--- src/rtl/pfb_chsel_ctrl.sv ---
// Frame-sequencing controller for the PFB output stream: tracks tlast alignment,
// latches channel/QOUT config on frame boundaries and extracts one channel.
module pfb_chsel_ctrl #(
  parameter int N = 64,
  parameter int L = 4
) (
  input  logic                     aclk,
  input  logic                     areset,
  input  logic                     s_axis_tvalid,
  input  logic                     s_axis_tlast,
  input  logic [2*L*32-1:0]        s_axis_tdata,
  output logic                     m_axis_tvalid,
  output logic [31:0]              m_axis_tdata,
  output logic [$clog2(N)-1:0]     m_axis_tuser,
  input  logic [31:0]              CH_REG,
  input  logic [31:0]              QOUT_REG,
  input  logic                     ERR_CLR,
  output logic [31:0]              qout_o,
  output logic                     sync_err,
  output logic [31:0]              frame_cnt
);

  localparam int LANES = 2 * L;
  localparam int DW    = LANES * 32;
  localparam int LW    = $clog2(LANES);
  localparam int CHW   = $clog2(N);
  localparam int NB    = N / LANES;
  localparam int CW    = (NB > 1) ? $clog2(NB) : 1;
  localparam logic [CW-1:0] LAST_BEAT = CW'(NB - 1);

  typedef enum logic [0:0] {
    SYNC_WAIT = 1'b0,
    RUN       = 1'b1
  } state_t;

  state_t          state_r, state_nxt;
  logic [CW-1:0]   cnt_r, cnt_nxt;
  logic [CHW-1:0]  ch_act_r, ch_act_nxt;
  logic [31:0]     qout_r, qout_nxt;
  logic            sync_err_r, sync_err_nxt;
  logic [31:0]     frame_cnt_r, frame_cnt_nxt;
  logic            m_valid_r, m_valid_nxt;
  logic [31:0]     m_data_r, m_data_nxt;
  logic [CHW-1:0]  m_user_r, m_user_nxt;

  logic [CW-1:0]   sel_beat_s;
  logic [LW-1:0]   sel_lane_s;
  logic [31:0]     lane_data_s;
  logic            err_set_s;
  logic            unused_ch_s;

  // Mux-free lane select: OR of masked lanes, only the matching lane survives.
  function automatic logic [31:0] lane_pick(input logic [DW-1:0] d, input logic [LW-1:0] idx);
    logic [31:0] r;
    r = 32'd0;
    for (int k = 0; k < LANES; k++) begin
      r = r | ({32{idx == LW'(k)}} & d[k*32 +: 32]);
    end
    return r;
  endfunction

  assign unused_ch_s = ^CH_REG[31:CHW];
  assign sel_beat_s  = CW'(ch_act_r >> LW);
  assign sel_lane_s  = ch_act_r[LW-1:0];
  assign lane_data_s = lane_pick(s_axis_tdata, sel_lane_s);

  // Next-state, counters, config capture and extraction.
  always_comb begin
    state_nxt     = state_r;
    cnt_nxt       = cnt_r;
    ch_act_nxt    = ch_act_r;
    qout_nxt      = qout_r;
    frame_cnt_nxt = frame_cnt_r;
    m_valid_nxt   = 1'b0;
    m_data_nxt    = m_data_r;
    m_user_nxt    = m_user_r;
    err_set_s     = 1'b0;

    case (state_r)
      SYNC_WAIT: begin
        cnt_nxt    = {CW{1'b0}};
        ch_act_nxt = CH_REG[CHW-1:0];
        qout_nxt   = QOUT_REG;
        if (s_axis_tvalid && s_axis_tlast) begin
          state_nxt = RUN;
        end else begin
          state_nxt = SYNC_WAIT;
        end
      end
      RUN: begin
        if (s_axis_tvalid) begin
          // Extraction sees the pre-boundary ch_act; a missing-tlast beat yields nothing.
          if ((cnt_r == sel_beat_s) && !(!s_axis_tlast && (cnt_r == LAST_BEAT))) begin
            m_valid_nxt = 1'b1;
            m_data_nxt  = lane_data_s;
            m_user_nxt  = ch_act_r;
          end else begin
            m_valid_nxt = 1'b0;
          end

          if (s_axis_tlast) begin
            cnt_nxt    = {CW{1'b0}};
            ch_act_nxt = CH_REG[CHW-1:0];
            qout_nxt   = QOUT_REG;
            if (cnt_r == LAST_BEAT) begin
              frame_cnt_nxt = frame_cnt_r + 32'd1;
            end else begin
              err_set_s = 1'b1;
            end
          end else if (cnt_r == LAST_BEAT) begin
            err_set_s = 1'b1;
            cnt_nxt   = {CW{1'b0}};
            state_nxt = SYNC_WAIT;
          end else begin
            cnt_nxt = cnt_r + CW'(1);
          end
        end else begin
          state_nxt = RUN;
        end
      end
      default: begin
        state_nxt = SYNC_WAIT;
        cnt_nxt   = {CW{1'b0}};
      end
    endcase

    if (err_set_s) begin
      sync_err_nxt = 1'b1;
    end else if (ERR_CLR) begin
      sync_err_nxt = 1'b0;
    end else begin
      sync_err_nxt = sync_err_r;
    end
  end

  // State and output registers with synchronous reset.
  always_ff @(posedge aclk) begin
    if (areset) begin
      state_r     <= SYNC_WAIT;
      cnt_r       <= {CW{1'b0}};
      ch_act_r    <= {CHW{1'b0}};
      qout_r      <= 32'd0;
      sync_err_r  <= 1'b0;
      frame_cnt_r <= 32'd0;
      m_valid_r   <= 1'b0;
      m_data_r    <= 32'd0;
      m_user_r    <= {CHW{1'b0}};
    end else begin
      state_r     <= state_nxt;
      cnt_r       <= cnt_nxt;
      ch_act_r    <= ch_act_nxt;
      qout_r      <= qout_nxt;
      sync_err_r  <= sync_err_nxt;
      frame_cnt_r <= frame_cnt_nxt;
      m_valid_r   <= m_valid_nxt;
      m_data_r    <= m_data_nxt;
      m_user_r    <= m_user_nxt;
    end
  end

  assign m_axis_tvalid = m_valid_r;
  assign m_axis_tdata  = m_data_r;
  assign m_axis_tuser  = m_user_r;
  assign qout_o        = qout_r;
  assign sync_err      = sync_err_r;
  assign frame_cnt     = frame_cnt_r;

endmodule

--- config.mk ---
export PLATFORM = sky130hd
export DESIGN_NAME = pfb_chsel_ctrl
export DESIGN_NICKNAME = d
export VERILOG_FILES = /design/src/rtl/pfb_chsel_ctrl.sv
export SDC_FILE = /design/constraint.sdc
export NUM_CORES = 1
export LEC_CHECK = 0
export ABC_AREA = 1
export ABC_CLOCK_PERIOD_IN_PS = 2000
export CORE_AREA = 2 2 169 171
export DETAILED_ROUTE_END_ITERATION = 6
export DIE_AREA = 0 0 171 173
export GPL_TIMING_DRIVEN = 0
export PLACE_DENSITY = 0.67
export SETUP_SLACK_MARGIN = 0.4
export SYNTH_ARGS = -nofsm -noshare
export SYNTH_HDL_FRONTEND = slang
export SYNTH_SLANG_ARGS = --single-unit
--- constraint.sdc ---
create_clock -name aclk -period 2 [get_ports aclk]
set_input_delay 0.4 -clock aclk [delete_from_list [all_inputs] [get_ports aclk]]
set_output_delay 0.4 -clock aclk [all_outputs]
set_load 0.02 [all_outputs]
Yosys cells after proc, flatten, opt, wreduce, memory -nomap -nowiden
Cells that the tools add are included.

Register bits: 114. Input bits: 325. Output and inout bits: 104. Word-level logic and storage cells: 72.

$add $sub $neg: 2. Equality and inequality tests: 11. Muxes and demuxes: 22. Bitwise gates (word level): 17. Reduce and logical (&&, ||, !) cells: 11.

Operator list (number): 32-bit bitwise AND (8); 32-bit OR (7); 32-bit 2-to-1 mux (2); 32-bit one-hot mux with 2 select lines (1); 32-bit by 1-bit adder with 32-bit output, second input constant (1); 3-bit equality test, second input constant (5); 6-bit 2-to-1 mux (2); 6-bit one-hot mux with 2 select lines (1); 1-bit 2-to-1 mux (11); 3-bit 2-to-1 mux (3); 3-bit by 2-bit equality test with 1-bit output, second input constant (2); 3-bit one-hot mux with 2 select lines (1); 2-bit inequality test, second input constant (2); 4-bit AND reduction (1); 3-bit by 1-bit adder with 3-bit output, second input constant (1); 3-bit by 1-bit equality test with 1-bit output, second input constant (1); 3-bit equality test (1); 1-bit logical AND (3); 3-bit logical NOT (1); 3-bit AND reduction (1); 3-bit OR reduction (1); 1-bit logical NOT (2); 1-bit inverter (2); 1-bit one-hot mux with 2 select lines (1); other kinds (2) (2).

Logic depth before layout (Yosys ltp)
Word-level depth: 9. Gate-level depth with buffers: 11. Gate-level depth less buffers: 10.

Worst setup path before layout
No wires, ideal clock.

Kind: reg2reg. Start point: register cnt_r[0]. End point: register m_data_r[10], in the netlist m_axis_tdata[10]. Setup time: 0.115 ns. Arrival time: 1.674 ns. Required time: 1.885 ns. Setup slack: 0.211 ns. Cell stages (with the launch flop): 11. Buffers on the path: 1. Clock period less this slack: 1.789 ns. Cells stage by stage: dfxtp_1 ha_1 ha_1 ha_1 nor2_1 nand2_1 nor2_2 buf_4 nand2_1 nor2_1 nor2_1.

Longest elaborated chain between the ends: 5. Elaborated cells on any way between the ends: 6. Classes of those cells: eq/ne: 2; reduce/logical: 4.

Ends and longest elaborated chain: from (decl) (line 37) `logic [CW-1:0] cnt_r, cnt_nxt;`; from (signal assigned) (line 140) `cnt_r <= {CW{1'b0}};`; from (signal assigned) (line 150) `cnt_r <= cnt_nxt;`; 3-bit equality test (line 93) `if ((cnt_r == sel_beat_s) && !(!s_axis_tlast && (cnt_r == LAST_BEAT))) begin`; 1-bit logical AND (line 93); 1-bit logical NOT (line 93); 1-bit logical AND (*) (line 93); 3-bit AND reduction (no line) (*); to (signal assigned) (line 156) `m_data_r <= m_data_nxt;`; to (decl) (line 43) `logic [31:0] m_data_r, m_data_nxt;`.

Every way passes the cells marked *; elsewhere a longest branch is shown, timed or not. A chain may end at the register's enable or synchronous reset.

Final worst setup path
Start point: input port s_axis_tlast. End point: register m_user_r[0], in the netlist m_axis_tuser[0].

Longest elaborated chain between the ends: 5.

Ends and longest elaborated chain: from (decl) (line 10) `input logic s_axis_tlast,`; 1-bit logical NOT (line 93); 1-bit logical AND (line 93); 1-bit logical NOT (line 93); 1-bit logical AND (line 93); 3-bit AND reduction (no line); to (signal assigned) (line 147) `m_user_r <= {CHW{1'b0}};`; to (signal assigned) (line 157) `m_user_r <= m_user_nxt;`; to (decl) (line 44) `logic [CHW-1:0] m_user_r, m_user_nxt;`.

No other way between the ends.

==> results.py <==
metrics = {
    "status": {
        "status": "completed",
    },
    "placed_design": {
        "io_buffers": 402,
        "dp_hpwl_um": 29400,
        "gp_congestion": 0.923,
        "dp.cells": 1908,
        "dpl_worst_slack_ps": -589,
    },
    "cells_and_area": {
        "nNetsFinal": 1904,
        "final_common_cell": "clkdlybuf4s50_1",
        "drive_gt1_share_pct": 15.3,
        "n_fill_cell": 2876,
        "instances_no_fill": 1971,
        "area_growth_pct": 85.0,
        "final_cell_mix": "clkdlybuf4s50_1 (297), nand2_1 (277), nor2_1 (217)",
    },
    "timing": {
        "rsz0062_at_grt": "yes",
        "drv_slew": 0,
        "setup_viol": 0,
        "relSlewSlack_pct": 48.1,
        "setup_tns_ps": 0,
        "tightest_slew_ps": 779,
        "skew_ps": 15.5,
        "hold_viol": 0,
        "finalCritPeriodShare_pct": 92.1,
        "period_needed_ps": 1840,
        "postLayoutSetupSlackWorst_ps": 157,
        "whs_ps": 474,
        "fmax_ghz": 0.543,
    },
    "synth": {
        "synth_seq_area_share_pct": 33.3,
        "synthDistinctLibCells": 28,
        "synthCells": 1128,
        "synth-seq-cells": 114,
        "synth_fp_nets": 1457,
        "syn_area_per_cell_um2": 6.08,
        "yosysWarnings": 0,
        "synth_area_um2": 6860,
    },
    "clock_tree": {
        "cts_buffers": 17,
        "tritoncts": "built",
        "worst_skew_pair.late_latency_ps": 420,
        "ctsHtreeMaxLevel": 4,
        "clk_path_buf_depth": 2,
        "root_buffer": "clkbuf_16",
        "clk_pin_slew_worst_paths_ps": 60,
        "ctsHoldBuffers": 0,
        "clkSinkCount": 114,
    },
    "pwr": {
        "peakVddDrop_v": 0.000519,
        "p_per_area_nw_per_um2": 565,
        "total_power_w": 0.00717,
        "p_leak_nw": 5.48,
    },
    "worst_setup_path": {
        "criticalPathCategory": "in2reg",
        "reg2regPathDepth": 11,
        "cp.arrival_ps": 2190,
        "cp.required_ps": 2350,
        "critPathMaxFanout": 8,
        "cp-start-kind": "input port",
        "worstSetupEndpointType": "register",
    },
    "global_routing": {
        "grt_pass1_vias": 9312,
        "antenna_found_initial": 5,
        "grt_usage_pct": 24.3,
        "grt_first_pass_wirelength_um": 54000,
        "grt_max_degree": 17,
        "overflow": 0,
    },
    "hold_path": {
        "hold_depth": 2,
        "hp-class": "reg2reg",
    },
    "floorplan": {
        "core_area_um2": 27600,
        "die_h_um": 173,
        "num_rows": 61,
        "initial_utilization_pct": 24.8,
        "pin_count": 429,
        "fp.dieArea_um2": 29600,
        "die_width_um": 171,
    },
    "flow_run": {
        "maxCapViolations": 0,
    },
    "route": {
        "routedWlPerCell_um": 18.9,
        "wl_um": 37300,
        "dr.pass1.iters": 7,
        "via_per_inst": 4.79,
        "drtAntennaViolNets": 0,
        "drt_iter0_markers": 602,
        "vias": 9438,
        "drc": 0,
    },
}
[stage by stage]
step	utilization [%]	cell area (um^2)
global route	45.9	12700
CTS	44.3	12200
finish	45.9	12700
detailed placement	41.3	11400
floorplan	-	6910
global placement	41.3	11400
[area by class of cell]
type | count | area (um^2) | area share, %
clock inverter | 14 | 130 | 1.03
clock buffer | 17 | 425 | 3.35
timing repair buffer | 428 | 4190 | 33.1
tap | 378 | 473 | 3.73
inverter | 72 | 270 | 2.13
antenna | 6 | 15.0 | 0.118
buffer | 67 | 440 | 3.47
multi-input combinational | 875 | 4440 | 35.0
sequential | 114 | 2300 | 18.1
[state kept, by name, summed over array words and instances (netlist names)]
signal and flops:
frame_cnt 32, cnt_r 3, sync_err 1, m_axis_tvalid 1, state_r 1, ch_act_r 6
qout_o 32, m_axis_tuser 6, m_axis_tdata 32
[worst paths after layout]
kind / start / end / slack (ps)
max reg2reg: cnt_r[1]$_SDFFE_PP0P_ / m_axis_tuser[0]$_SDFFE_PP0P_ / 160
min reg2reg: frame_cnt[6]$_SDFFE_PP0P_ / frame_cnt[6]$_SDFFE_PP0P_ / 470
min: frame_cnt[6]$_SDFFE_PP0P_ / frame_cnt[6]$_SDFFE_PP0P_ / 470
max: s_axis_tlast / m_axis_tuser[0]$_SDFFE_PP0P_ / 160
[cells in the mapped netlist]
master | n | area [um^2]
nand2_1 | 307 | 1150
nor2_1 | 258 | 968
dfxtp_1 | 114 | 2280
nand4_1 | 107 | 669
o21ai_0 | 71 | 355
inv_1 | 69 | 259
nand3_1 | 49 | 245
o21bai_1 | 34 | 255
buf_2 | 30 | 150
clkbuf_1 | 24 | 90.1
a21oi_1 | 16 | 80.1
buf_4 | 8 | 60.1
o21ai_1 | 6 | 30.0
xnor2_1 | 5 | 43.8
buf_1 | 4 | 15.0
ha_1 | 4 | 50.1
nor3_1 | 4 | 20.0
nor3_2 | 4 | 40.0
inv_2 | 3 | 11.3
nor2_2 | 3 | 18.8
a221oi_1 | 1 | 8.76
and2_1 | 1 | 6.26
and3_1 | 1 | 6.26
clkbuf_2 | 1 | 5.00
nand2_2 | 1 | 6.26
nor2_4 | 1 | 11.3
nor3b_1 | 1 | 7.51
xor2_1 | 1 | 8.76
[where the power goes]
group / leakage, nW / internal (W) / switching, W
clock network: 0.259 / 0.00171 / 0.00124
registers: 0.936 / 0.00236 / 0.0000506
logic: 4.29 / 0.000873 / 0.000924
[per-layer routing]
layer	share of wire [%]	vias to the layer above	wire [um]	global-route usage, %
met1	43	4310	16100	31.2
met4	3.0	0	1130	8.62
li1	-	4596	-	-
met3	9.3	68	3460	7.35
met2	44	464	16500	38.4
met5	0	-	0	0
[critical path, stage by stage]
cell             delay, ps
clkdlybuf4s50_1        550
inv_1                  120
ha_4                   190
nor2_4                  90
nand2_2                 70
nor2_4                 180
buf_6                  140
buf_8                  120
buf_12                 130
o21ai_2                 50
nor2_2                 130
[cells by family (layout without fill, tap and decap cells)]
logic type | Yosys count | count (layout) | synth area share (%)
other cells | 0 | 6 | 0
fa+ha+maj | 4 | 4 | 0.730
flops | 114 | 114 | 33.3
compound gates | 128 | 128 | 10.6
buf+inv | 139 | 598 | 8.61
xor+xnor | 6 | 6 | 0.766
simple gates | 737 | 737 | 46.0
[repair_timing]
action	in CTS	in global routing
pin swaps	8	54
resized for setup	200	144
gates cloned	1	3
buffers inserted	17	5
endpoints found under the setup margin	217	115
Note: power is estimated with default switching activity, not from simulation.
